**config.mk**
```make
export PLATFORM = sky130hd
export DESIGN_NAME = rv_dmem_ctrl
export DESIGN_NICKNAME = d
export VERILOG_FILES = /design/src/rtl/rv_dmem_ctrl.sv
export SDC_FILE = /design/constraint.sdc
export NUM_CORES = 1
export LEC_CHECK = 0
export ABC_AREA = 1
export CELL_PAD_IN_SITES_DETAIL_PLACEMENT = 0
export CELL_PAD_IN_SITES_GLOBAL_PLACEMENT = 1
export CORE_UTILIZATION = 33
export CTS_BUF_LIST = sky130_fd_sc_hd__clkbuf_2 sky130_fd_sc_hd__clkbuf_4 sky130_fd_sc_hd__clkbuf_8
export CTS_CLUSTER_DIAMETER = 40
export DETAILED_ROUTE_END_ITERATION = 12
export PLACE_DENSITY = 0.95
export SYNTH_ARGS = -nofsm -noshare
export SYNTH_HDL_FRONTEND = slang
export SYNTH_SLANG_ARGS = --single-unit
```
**constraint.sdc**
```tcl
create_clock -name clk_i -period 13.01 [get_ports clk_i]
set_input_delay 2.602 -clock clk_i [delete_from_list [all_inputs] [get_ports clk_i]]
set_output_delay 2.602 -clock clk_i [all_outputs]
set_load 0.02 [all_outputs]
```
**src/rtl/rv_dmem_ctrl.sv**
```systemverilog
// rv_dmem_ctrl -- data-memory access controller for the MEM stage.
//
// Takes one load/store request from the pipeline, presents it on a
// valid/ready memory request channel, waits for the read response (loads
// only) and signals completion with a one-cycle done_o pulse. A cycle
// counter aborts an access that spends TIMEOUT cycles in REQ+RSP; the abort
// completes with err_o and a zeroed rd_data_o.
//
// Ports
//   clk_i, rst_i            clock, asynchronous active-high reset
//   req_i, we_i             access request (held until done_o), 1 = store
//   funct3_i                access size in [1:0]: byte/half/word/dword
//   addr_i                  byte address (dword-aligned on the bus)
//   wr_strobe_i, wr_data_i  byte-lane strobe and right-justified store data
//   rd_data_o               raw 64-bit dword from the last load
//   stall_o, done_o, err_o  pipeline hold, completion pulse, timeout pulse
//   mem_valid_o/mem_ready_i request handshake
//   mem_we_o, mem_addr_o, mem_wstrb_o, mem_wdata_o  request payload
//   mem_rvalid_i, mem_rdata_i                        read response
module rv_dmem_ctrl #(
  parameter int unsigned TIMEOUT = 255
) (
  input  logic        clk_i,
  input  logic        rst_i,
  input  logic        req_i,
  input  logic        we_i,
  input  logic [2:0]  funct3_i,
  input  logic [63:0] addr_i,
  input  logic [7:0]  wr_strobe_i,
  input  logic [63:0] wr_data_i,
  output logic [63:0] rd_data_o,
  output logic        stall_o,
  output logic        done_o,
  output logic        err_o,
  output logic        mem_valid_o,
  input  logic        mem_ready_i,
  output logic        mem_we_o,
  output logic [63:0] mem_addr_o,
  output logic [7:0]  mem_wstrb_o,
  output logic [63:0] mem_wdata_o,
  input  logic        mem_rvalid_i,
  input  logic [63:0] mem_rdata_i
);

  typedef enum logic [1:0] {IDLE, REQ, RSP, DONE} state_t;

  // Counter value seen in the TIMEOUT-th cycle spent in REQ+RSP.
  localparam logic [7:0] CNT_LAST = 8'(TIMEOUT - 1);

  state_t      state_q, state_d;
  logic [7:0]  cnt_q,   cnt_d;
  logic        we_q,    we_d;
  logic [63:0] addr_q,  addr_d;
  logic [7:0]  wstrb_q, wstrb_d;
  logic [63:0] wdata_q, wdata_d;
  logic [63:0] rdata_q, rdata_d;
  logic        err_q,   err_d;
  logic        timeout_hit;

  // Low address bits and funct3[2] (signedness) belong to the lane mapper.
  logic unused_ok;
  assign unused_ok = ^{addr_i[2:0], funct3_i[2]};

  // Copy the right-justified store data into every lane of its size so the
  // byte strobe alone selects where it lands.
  function automatic logic [63:0] replicate(input logic [1:0] sz,
                                            input logic [63:0] d);
    logic [63:0] r;
    case (sz)
      2'b00:   r = {8{d[7:0]}};
      2'b01:   r = {4{d[15:0]}};
      2'b10:   r = {2{d[31:0]}};
      default: r = d;
    endcase
    return r;
  endfunction

  assign timeout_hit = (cnt_q == CNT_LAST);

  always_comb begin
    state_d = state_q;
    cnt_d   = cnt_q;
    we_d    = we_q;
    addr_d  = addr_q;
    wstrb_d = wstrb_q;
    wdata_d = wdata_q;
    rdata_d = rdata_q;
    err_d   = err_q;
    case (state_q)
      IDLE: begin
        if (req_i) begin
          state_d = REQ;
          we_d    = we_i;
          addr_d  = {addr_i[63:3], 3'b000};
          wstrb_d = we_i ? wr_strobe_i : 8'h00;
          wdata_d = replicate(funct3_i[1:0], wr_data_i);
          cnt_d   = 8'd0;
          err_d   = 1'b0;
        end
      end
      REQ: begin
        cnt_d = cnt_q + 8'd1;
        // A handshake in the last allowed cycle still counts as success.
        if (mem_ready_i) begin
          state_d = we_q ? DONE : RSP;
        end else if (timeout_hit) begin
          state_d = DONE;
          err_d   = 1'b1;
          rdata_d = 64'd0;
        end
      end
      RSP: begin
        cnt_d = cnt_q + 8'd1;
        if (mem_rvalid_i) begin
          state_d = DONE;
          rdata_d = mem_rdata_i;
        end else if (timeout_hit) begin
          state_d = DONE;
          err_d   = 1'b1;
          rdata_d = 64'd0;
        end
      end
      default: begin
        state_d = IDLE;
        err_d   = 1'b0;
      end
    endcase
  end

  always_ff @(posedge clk_i or posedge rst_i) begin
    if (rst_i) begin
      state_q <= IDLE;
      cnt_q   <= 8'd0;
      we_q    <= 1'b0;
      addr_q  <= 64'd0;
      wstrb_q <= 8'h00;
      wdata_q <= 64'd0;
      rdata_q <= 64'd0;
      err_q   <= 1'b0;
    end else begin
      state_q <= state_d;
      cnt_q   <= cnt_d;
      we_q    <= we_d;
      addr_q  <= addr_d;
      wstrb_q <= wstrb_d;
      wdata_q <= wdata_d;
      rdata_q <= rdata_d;
      err_q   <= err_d;
    end
  end

  // Decoded straight from the state register, so reset drops them at once.
  assign mem_valid_o = (state_q == REQ);
  assign done_o      = (state_q == DONE);
  assign err_o       = (state_q == DONE) & err_q;
  assign stall_o     = ((state_q == IDLE) & req_i) | (state_q == REQ) |
                       (state_q == RSP);
  assign mem_we_o    = we_q;
  assign mem_addr_o  = addr_q;
  assign mem_wstrb_o = wstrb_q;
  assign mem_wdata_o = wdata_q;
  assign rd_data_o   = rdata_q;

endmodule

```
# [Word-level counts from Yosys, hierarchy flattened]
# Cells that the tools add are included.
[op_classes] n_reduce_logical=9 bitwise_logic=4 n_lt_le_gt_ge=0 n_addsub=1 muxes=19 mul=0 n_div=0 eq_ne=9 n_shift=0
[op_table] cell="$mux 64" count=3
[op_table] cell="$pmux 64 s3" count=1
[op_table] cell="$pmux 64 s2" count=1
[op_table] cell="$mux 8" count=2
[op_table] cell="$pmux 8 s2" count=1
[op_table] cell="$add 8x1->8 const B" count=1
[op_table] cell="$eq 8x8->1 const B" count=1
[op_table] cell="$mux 2" count=4
[op_table] cell="$eq 2x2->1 const B" count=3
[op_table] cell="$ne 2x2->1 const B" count=3
[op_table] cell="$pmux 2 s3" count=1
[op_table] cell="$reduce_and 2->1" count=3
[op_table] cell="$mux 1" count=5
[op_table] cell="$eq 2x1->1 const B" count=2
[op_table] cell="$logic_not 2->1" count=2
[op_table] cell="$reduce_bool 2->1" count=2
[op_table] cell="$pmux 1 s3" count=1
[op_table] cell="$reduce_and 3->1" count=1
[op_table] cell="$and 1x1->1" count=2
[op_table] cell="$or 1x1->1" count=2
[op_table] cell="$reduce_or 2->1" count=1
[totals] regBits=209 romBits=0 word_cells=50 latch_bits=0 memories=0 out_inout_bits=205 mem_bits_rw=0

# [Depth between registers and ports, before layout]
# Gate-level depths: netlist (run 1).
[logic_depth] word_depth=4 ltp_mapped=10 ltp_nobuf=10

# [Worst setup path after synthesis (run 1)]
# Ideal clock, no wire load.
[synth_timing] path_kind="input-to-output" start="input req_i" end="output stall_o" stages=5 t_required_ps=10408 t_arrival_ps=3447 n_path_buf=3 setup_slack_ps=6961 path_cell_list="nand2_1 buf_2 buf_2 buf_2 nand3_1"
[synth_between] elab_chain_cells=3
[synth_lines] element="from (decl)" line_no="25" text="input logic req_i,"
[synth_lines] element="$and 1x1->1" line_no="156" text="assign stall_o = ((state_q == IDLE) & req_i) | (state_q == REQ) |"
[synth_lines] element="$or 1x1->1 (2 in series)" line_no="156"
[synth_lines] element="to (decl)" line_no="32" text="output logic stall_o,"
# Every way passes these cells.

# [Final worst setup path (run 1)]
# Same ends and word-level chain as after synthesis.

==> results list, run 1 <==
- Run status: finished, violations left
- The checks that failed: design-rule violations.
- Counting flops with an async set or reset pin after synthesis yields a share of 100%.
- Worst reg2reg setup slack: 9.93 ns
- Yosys mapped the design onto 25 distinct sky130hd cell types.
* Detailed Route Iter0 Violations: 593
- Upper clock frequency limit: 143 MHz
* Antenna Violating Nets Remaining: 0
* Floorplan Core Area: 0.0262 mm^2
- The die is 166 um tall.
- STA puts the critical path data arrival time at 4.37 ns.
- Via count of the first global-routing pass: 8610
- Worst Reg-to-Reg Cells: 7
- Global-route wire length before repair: 45500 um
- Fraction of power consumed by sequential logic: 32.0%
- Combinational power share: 46.8%
- Share of cells above drive strength 1: 5.70%
- After filler insertion, the fill cell instance count of the layout stands at 2333.
- Insertion delay to the later sink of the worst-skew pair: 0.52 ns
* Crit path top cell by count: clkdlybuf4s50_1
- Type of origin of the critical path: input pin
* DRC violation count after routing: 23
- TritonCTS clock tree: yes
- Sorting the synthesized cells by area gives the leading types as dfrtp_1, nand2_1, inv_1.
* Commonest cells post-synth: nand2_1, dfrtp_1, inv_1
- Count of vias placed by the detailed router: 8389
* Area share of the largest cell type after synthesis: 58.9%
- Across every metal layer, demand over resource in global routing totals 20.6%.
- PwrDens: 249 mW/mm^2
- For this run, the leading register cell type out of synthesis is dfrtp_1.
* Internal: 2170 uW
* Max-capacitance violation count: 0
- Entering global routing, the biggest net connects 86 pins.
* Worst VDD drop: 0.000138 V
* Worst endpoint required time: 10.41 ns
- Once layout is done, the placed cells without fillers occupy 0.0141 mm^2.
* Final worst-path cycle share: 53.6%
* Routed WL per cell: 15.7 um
* Cell with the most instances after synthesis: nand2_1
- Number of instances resized during post-cts repair: 0
- Total of buffers placed on input and output ports: 406
- Summed over all nets, the switching power comes to 1350 uW.
- The max-slew violation total from the final report was 0.
- Yosys warns: 0
- 414 I/O pins were placed.
* Synth area leader: dfrtp_1
* Aggregate negative setup slack: 0 ns
- The cell count after synthesis came out at 1040.
- Tmin final: 6.98 ns
- At the end of routability-driven placement, the weighted congestion stood at 0.820.
- Depth of the CTS H-tree: 2
* Number of clock sinks: 209
- The critical path runs through a total of 4 cells.
* Fin nets: 1662
- The initial antenna violation count came to 0.
* Cell area after synthesis: 0.00889 mm^2
- CP max stage delay: 0.66 ns
- Number of iterations in the first detailed-routing pass: 9
- Clock-pin slew was measured on the worst setup and hold paths at 0.05 ns.
- Setup violations remaining at the end of the flow were counted as 0.
- Setup repair after global routing left no endpoint under its margin.
- Counting both buffers and inverters, the worst setup path holds a total of 2.
- Worst Path Max Fanout: 69
- Post-detailed-route via-to-cell ratio: 4.64
- Clock tree synthesis inserted a total of 43 buffers.
- The clock network accounts for 21.3% of the total power.
- Counting along the longest clock path gives a buffer depth of 3.
- In this run the static leakage power is 0.00682 uW.
* Layout Skew: 0.0216 ns
- Number of flops mapped to enable cells by yosys: 0
- Class of the most critical hold timing path: reg -> reg
- Average cell area after synthesis: 8.54 um^2
* Chip width: 166 um
- DP HPWL: 20300 um
- Site row count: 59
- Relative to the synthesized area, the layout overhead comes to 59.1%.
- The die covers 0.0276 mm^2.
* # Post-CTS Setup Buffers: 0
* Switching part of the total power: 38.3%
- After clock tree synthesis, the flow added hold-fix buffers numbering 0.
- Starting utilization of the core area: 33.9%
- On the critical path, the stage with the largest delay is an instance of clkdlybuf4s50_1.
* Critical Path Sink Type: output port
- Number of synthesized register bits: 209
- Root buffer cell: clkbuf_8
* Endpoints failing hold: 0
- Number of cells on the worst hold path: 2
- The critical path in this run is classified as in -> out.
* Routed wire length: 28500 um
* Headroom to the max-slew limit: 38.4%
- Summing all placed instances gives a cell area of 0.0132 mm^2.
- Remaining global-route overflow: 0
- After synthesis, flip-flops and latches occupy 58.9% of the total area.
- Critical path's top delay family: buffers and inverters
- Number of antenna diodes: 0
- At the pin with the least slew margin, the transition time is 0.924 ns.
- Worst path cell trace: clkdlybuf4s50_1, nand2_4, nand3_1, clkdlybuf4s50_1
-- power groups by stage --
stage / combinational, uW / clock (uW) / sequential, uW
after CTS: 1660 / 765 / 1130
final: 1640 / 748 / 1120
after floorplan: 454 / 0 / 1490
after global routing: 1770 / 796 / 1160
after detailed placement: 1650 / 0 / 1130
after global placement: 1630 / 0 / 1120
-- routing by layer --
layer  vias up  track usage, %  routed length, um
li1       4074               -                  -
met1      3907            25.1              11400
met2       338            34.3              13500
met3        70            5.84               2510
met4         0            8.53               1050
met5         -               0                  0
-- metrics by stage --
stage	hold WS [ns]	power (uW)	std cells	util [%]	worst slack, ns
2_1_floorplan	0.485	1940	1042	-	4.70
3_3_place_gp	0.462	2750	1737	50.4	5.99
3_5_place_dp	0.464	2780	1737	50.4	6.01
4_1_cts	0.478	3550	1808	53.9	6.00
5_1_grt	0.498	3730	1808	53.9	5.90
6_report	0.472	3520	1808	53.9	6.03
-- cell families (layout without fill, tap and decap cells) --
family | Yosys count | in the layout | synth area share, %
fa+ha+maj | 6 | 6 | 0.845
simple gates | 407 | 407 | 17.5
flops | 209 | 209 | 58.9
compound gates | 190 | 190 | 12.6
buf+inv | 227 | 658 | 10.1
other cells | 1 | 3 | 0.0422
-- layout by cell type (no fill, tap or decap), types with 2 or more instances in the layout --
cell / instances
clkdlybuf4s50_1: 406
nand2_1: 339
dfrtp_1: 209
inv_1: 172
o22ai_1: 68
clkbuf_8: 52
o21ai_0: 49
nor2_1: 47
a21oi_1: 39
a31oi_1: 19
nand3_1: 12
o22a_1: 8
clkbuf_4: 8
ha_1: 6
buf_4: 6
clkinv_2: 4
bufinv_16: 4
nor3_1: 3
nand4_1: 3
o211ai_1: 3
conb_1: 3
nor2_2: 2
a41oi_1: 2
clkinvlp_4: 2
-- tightest hold or removal path, cell delays in order (launching register included) --
cell and delay (ns):
dfrtp_1 0.34, nand2_1 0.05, nand2_1 0.05
-- sequential cells by signal, summed over array words and instances (netlist names) --
name / cells
mem_wdata_o: 64
mem_we_o: 1
cnt_q: 8
mem_wstrb_o: 8
mem_addr_o: 61
rd_data_o: 64
err_q: 1
state_q: 2
-- area by class of cell --
cell class | count | area (um^2) | share of cell area [%]
flip-flops and latches | 209 | 5230 | 37.0
repair buffers | 412 | 4110 | 29.1
multi-input cells | 606 | 2770 | 19.6
clock buffers | 60 | 776 | 5.49
inverters | 175 | 667 | 4.72
well taps | 335 | 419 | 2.97
clock inverters | 11 | 164 | 1.16
-- final timing paths --
kind,startpoint,endpoint
max,req_i,stall_o
min,mem_addr_o[23],mem_addr_o[23]
max reg2reg,state_q[0],mem_wdata_o[56]
min reg2reg,mem_addr_o[23],mem_addr_o[23]
max in group asynchronous,rst_i,mem_addr_o[46]
min in group asynchronous,rst_i,mem_wdata_o[47]
Note: power is estimated with default switching activity, not from simulation.
==> run 2, diff against run 1 <==
--- a/config.mk
+++ b/config.mk
@@ -8,11 +8,11 @@
 export ABC_AREA = 1
 export CELL_PAD_IN_SITES_DETAIL_PLACEMENT = 0
 export CELL_PAD_IN_SITES_GLOBAL_PLACEMENT = 1
-export CORE_UTILIZATION = 33
+export CORE_UTILIZATION = 30
 export CTS_BUF_LIST = sky130_fd_sc_hd__clkbuf_2 sky130_fd_sc_hd__clkbuf_4 sky130_fd_sc_hd__clkbuf_8
 export CTS_CLUSTER_DIAMETER = 40
 export DETAILED_ROUTE_END_ITERATION = 12
-export PLACE_DENSITY = 0.95
+export PLACE_DENSITY = 0.93
 export SYNTH_ARGS = -nofsm -noshare
 export SYNTH_HDL_FRONTEND = slang
 export SYNTH_SLANG_ARGS = --single-unit
==> constraint.sdc (replaced) <==
create_clock -name clk_i -period 6.54 [get_ports clk_i]
set_input_delay 1.308 -clock clk_i [delete_from_list [all_inputs] [get_ports clk_i]]
set_output_delay 1.308 -clock clk_i [all_outputs]
set_load 0.02 [all_outputs]
==> run 2 against run 1 <==
The flow now finishes without violations. Sequential power rose by 100%. Worst hold slack improved by 0.0040 ns. Clock-buffer cell count fell by 3. Routed wire length rose by 2.7%. Sequential cell count did not move. Critical path depth did not move. Sequential share of layout area barely moved. Design area barely moved. Largest power group unchanged.
==> results list, run 2 (synthesis gave the netlist of run 1 again) <==
* Run status: finished, final reports clean
- The number of inserted filler cells in the final layout is 2686 (+15%).
* Largest net degree at the start of global routing: 114 (+33%)
- Routed wire length: 29200 um (+2.7%)
- Die Y: 174 um (+4.8%)
- The worst setup path is launched from an input pin.
- The largest fanout of any net on the critical path is 51 (-26%).
* Top library cells by usage in the layout, fill and taps aside: clkdlybuf4s50_1, nand2_1, dfrtp_1
- The cell depth of the worst hold path came to 2 (unchanged).
- Length of routed met3 wiring: 2650 um (+5.7%)
* Detailed Route Iter0 Violations: 422 (-29%)
- Final Instance Area: 0.0141 mm^2 (about the same)
* Destination of the worst hold path: mem_addr_o[62]
- Worst Reg-to-Reg Cells: 7 (unchanged)
* Share of the core filled with cells in the final layout: 48.9% (-5.1 points)
- The total of max-cap violations is 0 (unchanged).
- Derived from the worst setup path, the maximum achievable clock frequency is 225 MHz.
- The longest individual stage delay on the worst path is 0.67 ns (about the same).
- The mean routed wirelength per cell is 15.7 um (-0.19%).
- The critical path is of the in -> out type.
- Among cell families on the critical path, the largest total delay comes from buffers and inverters.
- TritonCTS clock tree: yes
- Worst flop-to-flop path endpoint: mem_wdata_o[27]
- The flop-to-flop setup slack is 3.58 ns (-6.35 ns).
* Cell with the largest stage delay on the worst path: clkdlybuf4s50_1
- Of the available clock period, the critical path in the final layout requires 67.9%.
- The critical path goes through clkdlybuf4s50_1, nand2_4, nand3_1, clkdlybuf4s50_1.
- The clock-pin slew on the worst setup and hold paths was 0.05 ns (about the same).
* Layout Skew: 0.0255 ns (+0.00393 ns)
- The library cell used most frequently in the layout, excluding fill and tap cells, is clkdlybuf4s50_1.
- # Post-CTS Setup Buffers: 0 (unchanged)
* GR Util All Layers: 19.2% (-1.4 points)
* Placer congestion estimate: 0.829 (+1.1%)
- Worst hold path startpoint: mem_addr_o[62]
- CTS placed an instance of clkbuf_8 at the clock tree root.
* Headroom to the max-slew limit: 38.8% (+0.35 points)
* Arrival time at the worst endpoint: 3.14 ns (-1.23 ns)
- Endpoints failing hold: 0 (unchanged)
* Total design power: 6890 uW (+96%)
* Share of cells above drive strength 1: 5.89% (+0.19 points)
* Via count of the first global-routing pass: 8737 (+1.5%)
* Tightest Pin Transition: 0.917 ns (-0.00715 ns)
* Aggregate negative setup slack: 0 ns (unchanged)
* Number of instances resized during post-cts repair: 0 (unchanged)
- The smallest clock period supported by the final layout is computed as 4.44 ns.
- The min-delay analysis places its worst path in the category reg -> reg.
* Met1 Routed Length: 12000 um (+5.3%)
- Crit path top cell by count: clkdlybuf4s50_1
- The area occupied by multi-input gates is 0.00277 mm^2 (unchanged).
* DP HPWL: 20800 um (+2.6%)
* Floorplan Core Area: 0.0289 mm^2 (+10%)
- Remaining global-route overflow: 0 (unchanged)
- Antenna Violating Nets Remaining: 0 (unchanged)
- The initial standard-cell utilization of the core was 30.7% (-3.2 points).
- The cell area reported after detailed placement is 0.0133 mm^2 (+0.59%).
- Number of buffers inserted for hold repair after clock tree synthesis: 0 (unchanged)
- The via total after detailed routing came to 8479 (+1.1%).
- Site row count: 62 (+5.1%)
- Relative area change from synthesis to final layout: 59.2% (about the same)
- Total area of sequential cells: 0.00523 mm^2 (unchanged)
* Post-detailed-route via-to-cell ratio: 4.56 (-1.8%)
- Boundary pin count: 414 (unchanged)
* Fin nets: 1661 (-0.060%)
* DRC violation count after routing: 0 (-100%)
* Depth of the CTS H-tree: 2 (unchanged)
* RSZ-0062 raised after global routing: false
- The peak supply drop came to 0.000267 V (+93%).
- The die footprint is 0.0303 mm^2 (+9.9%).
- Detailed route wirelength on metal2: 13500 um (+0.13%)
- Final setup violation count: 0 (unchanged)
* Number of iterations in the first detailed-routing pass: 5 (-4)
* Leak Pwr: 0.00680 uW (-0.30%)
* Total of buffers placed on input and output ports: 406 (unchanged)
- Chip width: 174 um (+4.8%)
* Highest metal layer with signal wires: met4
- Number of max-slew violations in the final report: 0 (unchanged)
- Insertion delay to the later sink of the worst-skew pair: 0.53 ns (about the same)
* Buffer levels on the longest clock path: 3 (unchanged)
* PwrDens: 487 mW/mm^2 (+96%)
- The wire length of the first global-routing pass is 46500 um (+2.2%).
- The required time reported for the critical path endpoint was 5.23 ns (-5.18 ns).
* Initial antenna violation count: 1 (+1)
- Number of clock sinks: 209 (unchanged)
- In this run the critical register-to-register path is launched from state_q[0].
- Total clock buffers created by CTS: 41 (-4.7%)
- The worst setup path is captured at an output port.
* Buffers and inverters on the worst path: 2 (unchanged)
## run 2: per-stage QoR
| stage | hold slack (ns) | setup WS [ns] | cells |
|---|---|---|---|
| finish | 0.476 | 2.10 | 1861 |
| global route | 0.495 | 1.99 | 1860 |
| CTS | 0.479 | 2.06 | 1860 |
| detailed placement | 0.464 | 2.08 | 1787 |
| global placement | 0.461 | 2.07 | 1787 |
| floorplan | 0.485 | 2.52 | 1042 |
## run 2: area by class of cell
cell class / count / area share [%]
Clock inverter: 16 / 0.982
Multi-Input combinational cell: 606 / 19.6
Tap cell: 384 / 3.40
Clock buffer: 57 / 5.15
Inverter: 175 / 4.69
Timing Repair Buffer: 413 / 29.2
Antenna cell: 1 / 0.0177
Sequential cell: 209 / 37.0
## run 2: worst max path at each step
| stage | from | to | slack, ns | cells after the start |
|---|---|---|---|---|
| finish | req_i | stall_o | 2.10 | 4 |
| global route | req_i | stall_o | 1.99 | 4 |
| CTS | req_i | stall_o | 2.06 | 4 |
| detailed placement | req_i | stall_o | 2.08 | 4 |
| global placement | req_i | stall_o | 2.07 | 4 |
| floorplan | rst_i | cnt_q[0] | 2.52 | 1 |
## run 2: worst min-delay path, delay by kind of cell (launching register included)
family,cells,cell delay (ns)
flip-flops,1,0.34
AND/OR/NAND/NOR,2,0.11
## run 2: per-layer routing
metal	vias to the layer above	track usage [%]
met2	390	30.8
met3	81	6.23
met5	-	0
met1	3930	23.9
met4	0	7.35
li1	4078	-
## run 2: power breakdown
part / internal, uW / switching, uW / total [uW]
registers: 1910 / 334 / 2240
logic: 1490 / 1780 / 3270
clock network: 804 / 575 / 1380
